--- src/rtl/config_loader_if.sv ---
// rtl/config_loader_if.sv - stream input and tile-array broadcast bundle for config_loader
//
// Signals:
//   in_data[31:0]      configuration stream word
//   in_valid           in_data is valid
//   in_ready           loader accepts in_data this cycle
//   config_addr[31:0]  broadcast configuration address to the tile array
//   config_data[31:0]  broadcast configuration data to the tile array
//   busy               loader is not idle
//   done               one-cycle pulse at the end of a stream
//   error              sticky stream-format error flag
// Modports:
//   master  stream source / observer of the loader outputs
//   slave   the loader itself
interface config_loader_if;
    logic [31:0] in_data;
    logic        in_valid;
    logic        in_ready;
    logic [31:0] config_addr;
    logic [31:0] config_data;
    logic        busy;
    logic        done;
    logic        error;

    modport master (
        output in_data, in_valid,
        input  in_ready, config_addr, config_data, busy, done, error
    );

    modport slave (
        input  in_data, in_valid,
        output in_ready, config_addr, config_data, busy, done, error
    );
endinterface

--- src/rtl/config_loader.sv ---
// rtl/config_loader.sv - streams (address, data) pairs from a framed input into tile-array config writes
//
// Parameters:
//   IDLE_ADDR    config_addr value when no write is driven; matches no tile
//   HOLD_CYCLES  cycles each write is driven (1..15)
// Ports:
//   clk    single clock, rising edge
//   reset  asynchronous, active-low reset
//   bus    config_loader_if.slave (stream in, broadcast out, status)
// Build option:
//   CONFIG_LOADER_CHECKSUM_EN  appends a checksum word to the stream and checks it
//                              against the XOR of every address and data word
module config_loader #(
    parameter logic [31:0] IDLE_ADDR   = 32'hFFFF_FFFF,
    parameter int          HOLD_CYCLES = 1
) (
    input  logic             clk,
    input  logic             reset,
    config_loader_if.slave   bus
);

    localparam logic [15:0] MAGIC = 16'hC0F1;

    typedef enum logic [2:0] {
        IDLE,
        GET_ADDR,
        GET_DATA,
        DRIVE,
        CHECK,
        DONE
    } state_t;

`ifdef CONFIG_LOADER_CHECKSUM_EN
    localparam state_t END_STATE = CHECK;
`else
    localparam state_t END_STATE = DONE;
`endif

    state_t      state;
    state_t      state_next;
    logic [15:0] pair_cnt;
    logic [31:0] addr_q;
    logic [3:0]  hold_cnt;
    logic        ready;
    logic        xfer;
    logic        magic_ok;
    logic [15:0] hdr_n;

    logic [31:0] config_addr_q;
    logic [31:0] config_data_q;
    logic        busy_q;
    logic        done_q;
    logic        error_q;

`ifdef CONFIG_LOADER_CHECKSUM_EN
    logic [31:0] csum;
`endif

    // in_ready is a pure state decode, so xfer never loops back into itself
    assign ready    = (state == IDLE) || (state == GET_ADDR) ||
                      (state == GET_DATA) || (state == CHECK);
    assign xfer     = bus.in_valid && ready;
    assign magic_ok = (bus.in_data[31:16] == MAGIC);
    assign hdr_n    = bus.in_data[15:0];

    assign bus.in_ready    = ready;
    assign bus.config_addr = config_addr_q;
    assign bus.config_data = config_data_q;
    assign bus.busy        = busy_q;
    assign bus.done        = done_q;
    assign bus.error       = error_q;

    always_ff @(posedge clk or negedge reset) begin
        if (!reset) begin
            state <= IDLE;
        end else begin
            state <= state_next;
        end
    end

    always_comb begin
        state_next = state;
        case (state)
            IDLE: begin
                if (xfer && magic_ok) begin
                    state_next = (hdr_n == 16'd0) ? END_STATE : GET_ADDR;
                end
            end
            GET_ADDR: begin
                if (xfer) begin
                    state_next = GET_DATA;
                end
            end
            GET_DATA: begin
                if (xfer) begin
                    // A pair aimed at IDLE_ADDR is consumed silently; the counter
                    // has not been decremented yet, so "last pair" is pair_cnt == 1.
                    if (addr_q == IDLE_ADDR) begin
                        state_next = (pair_cnt == 16'd1) ? END_STATE : GET_ADDR;
                    end else begin
                        state_next = DRIVE;
                    end
                end
            end
            DRIVE: begin
                if (hold_cnt == 4'd0) begin
                    state_next = (pair_cnt == 16'd0) ? END_STATE : GET_ADDR;
                end
            end
            CHECK: begin
                if (xfer) begin
                    state_next = DONE;
                end
            end
            DONE: begin
                state_next = IDLE;
            end
            default: begin
                state_next = IDLE;
            end
        endcase
    end

    always_ff @(posedge clk or negedge reset) begin
        if (!reset) begin
            pair_cnt      <= 16'd0;
            addr_q        <= 32'd0;
            hold_cnt      <= 4'd0;
            config_addr_q <= IDLE_ADDR;
            config_data_q <= 32'd0;
            busy_q        <= 1'b0;
            done_q        <= 1'b0;
            error_q       <= 1'b0;
`ifdef CONFIG_LOADER_CHECKSUM_EN
            csum          <= 32'd0;
`endif
        end else begin
            if (state == IDLE && xfer) begin
                if (magic_ok) begin
                    pair_cnt <= hdr_n;
                    error_q  <= 1'b0;
`ifdef CONFIG_LOADER_CHECKSUM_EN
                    csum     <= 32'd0;
`endif
                end else begin
                    error_q  <= 1'b1;
                end
            end

            if (state == GET_ADDR && xfer) begin
                addr_q <= bus.in_data;
`ifdef CONFIG_LOADER_CHECKSUM_EN
                csum   <= csum ^ bus.in_data;
`endif
            end

            if (state == GET_DATA && xfer) begin
                pair_cnt <= pair_cnt - 16'd1;
`ifdef CONFIG_LOADER_CHECKSUM_EN
                csum     <= csum ^ bus.in_data;
`endif
            end

`ifdef CONFIG_LOADER_CHECKSUM_EN
            if (state == CHECK && xfer && (bus.in_data != csum)) begin
                error_q <= 1'b1;
            end
`endif

            // DRIVE is only entered from GET_DATA on the data-word transfer,
            // so the data word is taken straight from the bus on that edge.
            if (state_next == DRIVE) begin
                if (state != DRIVE) begin
                    config_addr_q <= addr_q;
                    config_data_q <= bus.in_data;
                    hold_cnt      <= 4'(HOLD_CYCLES - 1);
                end else begin
                    hold_cnt      <= hold_cnt - 4'd1;
                end
            end else begin
                config_addr_q <= IDLE_ADDR;
                config_data_q <= 32'd0;
            end

            busy_q <= (state_next != IDLE);
            done_q <= (state_next == DONE);
        end
    end

endmodule

--- src/flat_wrapper.sv ---
// flat-port wrapper written by rule: the top's interface ports become plain ports
module config_loader_flat 
#(
    parameter logic [31:0] IDLE_ADDR   = 32'hFFFF_FFFF,
    parameter int          HOLD_CYCLES = 1
)
  (clk, reset, bus_in_data, bus_in_valid, bus_in_ready, bus_config_addr, bus_config_data, bus_busy, bus_done, bus_error);
  config_loader_if bus_i ();
  input  logic clk;
  input  logic reset;
  input wire logic [$bits(bus_i.in_data)-1:0] bus_in_data;
  input wire logic [$bits(bus_i.in_valid)-1:0] bus_in_valid;
  output wire logic [$bits(bus_i.in_ready)-1:0] bus_in_ready;
  output wire logic [$bits(bus_i.config_addr)-1:0] bus_config_addr;
  output wire logic [$bits(bus_i.config_data)-1:0] bus_config_data;
  output wire logic [$bits(bus_i.busy)-1:0] bus_busy;
  output wire logic [$bits(bus_i.done)-1:0] bus_done;
  output wire logic [$bits(bus_i.error)-1:0] bus_error;
  assign bus_i.in_data = bus_in_data;
  assign bus_i.in_valid = bus_in_valid;
  assign bus_in_ready = bus_i.in_ready;
  assign bus_config_addr = bus_i.config_addr;
  assign bus_config_data = bus_i.config_data;
  assign bus_busy = bus_i.busy;
  assign bus_done = bus_i.done;
  assign bus_error = bus_i.error;
  config_loader #(.IDLE_ADDR(IDLE_ADDR), .HOLD_CYCLES(HOLD_CYCLES)) u_core (.clk(clk), .reset(reset), .bus(bus_i));
endmodule
--- config.mk ---
export PLATFORM = sky130hd
export DESIGN_NAME = config_loader_flat
export DESIGN_NICKNAME = d
export VERILOG_FILES = /design/src/rtl/config_loader_if.sv /design/src/rtl/config_loader.sv /design/src/flat_wrapper.sv
export SDC_FILE = /design/constraint.sdc
export NUM_CORES = 1
export LEC_CHECK = 0
export CORE_MARGIN = 2
export CORE_UTILIZATION = 35
export DETAILED_ROUTE_END_ITERATION = 12
export SYNTH_ARGS = -nofsm -noshare
export SYNTH_HDL_FRONTEND = slang
export SYNTH_SLANG_ARGS = --single-unit
--- constraint.sdc ---
create_clock -name clk -period 1.8 [get_ports clk]
set_input_delay 0.36 -clock clk [delete_from_list [all_inputs] [get_ports clk]]
set_output_delay 0.36 -clock clk [all_outputs]
set_load 0.05 [all_outputs]
# Word level (Yosys, flattened, before mapping)
# Index checks and enable logic that the tools add are counted.
# word_totals
regBits,122
elab_cells,57
inputBits,35
# op_classes
reduce_logical,16
add_sub_neg,2
n_mux,19
eq_ne,11
# op_table
operator,n
32-bit two-way mux,4
16-bit two-way mux,3
32-bit == test (second input constant),1
16-bit logical NOT,2
3-bit two-way mux,9
16-bit by 1-bit == test with 1-bit output (second input constant),1
16-bit == test (second input constant),1
16-bit by 1-bit subtractor with 16-bit output (second input constant),1
3-bit case mux with 5 select lines,1
3-bit by 2-bit == test with 1-bit output (second input constant),3
3-bit == test (second input constant),2
1-bit logical AND,5
4-bit logical NOT,1
4-bit two-way mux,1
2-bit nonzero test,2
4-bit by 1-bit subtractor with 4-bit output (second input constant),1
3-bit by 1-bit == test with 1-bit output (second input constant),1
3-bit logical NOT,1
1-bit logical OR,3
3-bit by 2-bit != test with 1-bit output (second input constant),1
3-bit nonzero test,1
2-bit != test (second input constant),1
2-bit AND reduction,1
1-bit two-way mux,1

# Longest topological paths before layout
# depth
ltp_word,10
ltp_mapped,9
mapped_depth_nobuf,6

# Worst setup path before layout
# OpenSTA, ideal clock, no wires.
# synth_timing
path_type,flip-flop to flip-flop
start,reg u_core.pair_cnt[8]
end,"reg u_core.done_q, in the netlist u_core.bus.done"
setup_ns,0.077
required_time_ns,1.723
path_buffers,0
arrival_time_ns,1.843
path_stages_with_launch,6
path_slack_ns,-0.121
cell_sequence,dfrtp_1 > or4_4 > or3_4 > nor4_4 > nand4_1 > a21oi_1
# synth_via
elab_chain_cells,6
elab_cells_between_ends,9
classes_between,eq/ne (2); mux (6); reduce/logical (1)
# synth_lines
item,line_no,rtl
from (decl),config_loader.sv:41,logic [15:0] pair_cnt;
from (signal assigned),config_loader.sv:140,pair_cnt <= hdr_n;
from (signal assigned),config_loader.sv:158,pair_cnt <= pair_cnt - 16'd1;
16-bit by 1-bit == test with 1-bit output,config_loader.sv:99,state_next = (pair_cnt == 16'd1) ? END_STATE : GET_ADDR;
3-bit two-way mux,config_loader.sv:99,
3-bit two-way mux,config_loader.sv:98,if (addr_q == IDLE_ADDR) begin
3-bit two-way mux,config_loader.sv:95,if (xfer) begin
3-bit case mux with 5 select lines *,config_loader.sv:83,case (state)
3-bit == test *,config_loader.sv:186,done_q <= (state_next == DONE);
to (signal assigned),config_loader.sv:186,
to (decl),config_loader.sv:52,logic done_q;
# Mark *: on every way between the ends. The rest lies on a longest branch, timed or not.
# A chain may end at the register's enable or synchronous reset.

# Final worst setup path
# Same ends and word-level chain as after synthesis.

==> impl_metrics.yaml <==
critical_path:
  r2r_start: "u_core.pair_cnt[8]$_DFFE_PN0P_"
  worst_r2r_endpoint: "u_core.bus.done$_DFF_PN0_"
  r2r_cells: 5
  arrival_ps: 2290
  worstPathRequired_ps: 2140
  cp-end-kind: "flop"
  cp-endpoint: "u_core.bus.done$_DFF_PN0_"
  rrSetupSlack_ps: -150
  startpoint_type: "flop"
  startpoint: "u_core.pair_cnt[8]$_DFFE_PN0P_"
  cp_max_fo: 3
  path_class: "flop to flop"
floorplan:
  core-area_um2: 15090
  dieArea_um2: 16350
  initial_core_util_pct: 35.59
  fp.dieH_um: 127.9
  die_w_um: 127.9
  ios: 103
  row_count: 45
timing:
  post-route-min-period_ps: 1948
  slew_viol_final: 0
  tightest_slew_ps: 551.1
  whs_ps: 340.6
  maxSlewHeadroom_pct: 63.26
  setup_slack_ps: -147.9
  skew_ps: 8.122
  fmax_ghz: 0.5134
  rsz0062_at_grt: "yes"
  post-route-period-util_pct: 108.2
  hold_viol: 0
  setup_viol: 25
global_route:
  grt_pass1_wl_um: 25020
  gr-total-overflow: 0
  grt_max_degree: 66
  antenna_found_initial: 0
  grt_util_all_layers_pct: 19.76
  grt_pass1_vias: 4812
clocking:
  h-tree-depth: 4
  cts_buffers: 17
  clk_latency_ps: 420
  clock_sinks: 122
  cts_root_buf: "clkbuf_16"
  clkTransAtPathRegs_ps: 50
  clk_path_buf_depth: 2
  cts_tree: "yes"
synthesis:
  dominantRegCellSynth: "dfrtp_1"
  synth_edf_count: 0
  avgSynthCellArea_um2: 10.06
  yosysMostFrequentCell: "nand2_1"
  ys_ff_latch: 122
  synth_top_cells_by_area: "dfrtp_1 (42%), dfstp_2 (16%), nand2_1 (9.9%)"
  post-synth-top-area-fraction_pct: 41.94
  yosysWarnings: 0
  async_flop_share_pct: 100.0
  synth.distinct_cells: 50
  synthCells: 534
  syn-num-nets: 574
  ys_seq_area_share_pct: 57.60
  synth_top_area_cell: "dfrtp_1"
  ys_top_cells_by_count: "nand2_1 (141), dfrtp_1 (90), a21oi_1 (43), nand3_1 (43)"
  syn-cell-area_um2: 5370
finish:
  area_growth_pct: 61.16
  n_antenna_cell: 0
  fill_cells: 1260
  num-nets-final: 764
  drive_gt1_share_pct: 49.25
flow_run:
  cap_violations: 0
detailed_routing:
  drc_errors: 0
  wire_per_inst_um: 18.24
  drtIter0Drc: 305
  drt_wl_total_um: 16870
  vias: 4849
  postRouteAntennaNets: 0
  routed_via_density: 5.242
  drtPass1Iterations: 4
pwr:
  pwr_density_cell_nw_per_um2: 1853
  p_leak_nw: 3.797
  worst_ir_drop_vdd_v: 0.0009209
status:
  violations: "setup timing"
  status: "finished, violations left"
placement:
  gp_congestion: 0.9340
  post-place-ws_ps: -628.5
  dp_hpwl_um: 11150
  numPortBuffers: 102
hold_path:
  hold_class: "primary input to flop"
[per-stage QoR]
step / setup TNS, ps / area [um^2] / instances / power [mW] / utilization [%]
after detailed placement: -55450 / 7263 / 872 / 11.41 / 48.13
after global placement: -55010 / 7263 / 872 / 11.28 / 48.13
after floorplan: -168.3 / 5376 / 534 / 8.593 / -
after global routing: -4231 / 8655 / 925 / 16.78 / 57.35
after CTS: -785.2 / 7949 / 909 / 14.87 / 52.68
final: -907.0 / 8655 / 925 / 16.04 / 57.35
[where the power goes]
part,switching (mW),internal (mW)
Sequential,0.957,4.02
Clock,1.19,2.17
Combinational,4.46,3.24
Total,6.60,9.43
[registers in the layout (all words and copies together) (netlist names)]
signal and flops:
u_core.addr_q 32, u_core.bus.busy 1, u_core.bus.config_addr 32, u_core.bus.config_data 32
u_core.bus.done 1, u_core.bus.error 1, u_core.hold_cnt 4, u_core.pair_cnt 16
u_core.state 3
[final cells by class]
class                           count  area, um^2  area share, %
Clock buffer                       24       491.7          5.682
Clock inverter                      8       92.59          1.070
Inverter                            8       30.03         0.3470
Multi-Input combinational cell    375        2654          30.66
Sequential cell                   122        3098          35.80
Tap cell                          188       235.2          2.718
Timing Repair Buffer              200        2053          23.72
[worst min-delay path by stage]
stage                               start                                      to  cells after the start
final                     bus_in_data[30]           u_core.addr_q[30]$_DFFE_PN0P_                      3
after global routing      bus_in_data[30]           u_core.addr_q[30]$_DFFE_PN0P_                      3
after CTS                 bus_in_data[28]  u_core.bus.config_data[28]$_DFFE_PN0P_                      3
after detailed placement            reset         u_core.pair_cnt[10]$_DFFE_PN0P_                      1
after global placement              reset          u_core.pair_cnt[9]$_DFFE_PN0P_                      1
after floorplan                     reset            u_core.addr_q[0]$_DFFE_PN0P_                      0
[timing repair]
action | in CTS | in global routing
pin swaps | 9 | 18
hold endpoints to repair | 21 | 0
gates cloned | 1 | 6
resized for setup | 23 | 118
setup buffers | 3 | 10
hold buffers | 1 | 0
setup endpoints to repair | 88 | 121
[logic make-up after synthesis]
family | synth area share (%)
simple gates | 22.88
fa+ha+maj | 1.165
flops | 57.60
buf+inv | 2.936
mux | 6.897
compound gates | 8.528
[cells in the final DEF (no fill, tap or decap), types with 8 or more instances in the layout]
cell type          n
nand2_1          140
buf_4            125
dfrtp_1           86
nand3_2           35
mux2_2            32
dfstp_2           32
a21oi_2           29
buf_12            29
clkbuf_16         21
clkdlybuf4s50_1   21
nor2_1            13
nand4_1           12
a21oi_1            9
dlygate4sd2_1      9
inv_1              8
nor3_1             8
o21ai_0            8
nand3_1            8
[critical path, stage by stage (launching register included)]
cell and delay (ps):
dfrtp_1 380, or4_4 550, or3_4 370, nor4_4 190
nand4_1 230, a21oi_2 160
[routing by layer]
layer  global-route usage [%]  share of wire (%)
met1                    26.53                 44
met2                    30.48                 49
met3                    4.883                5.7
met4                    8.662                2.1
met5                        0                  0
No activity file was read; power rests on OpenSTA's default activity.
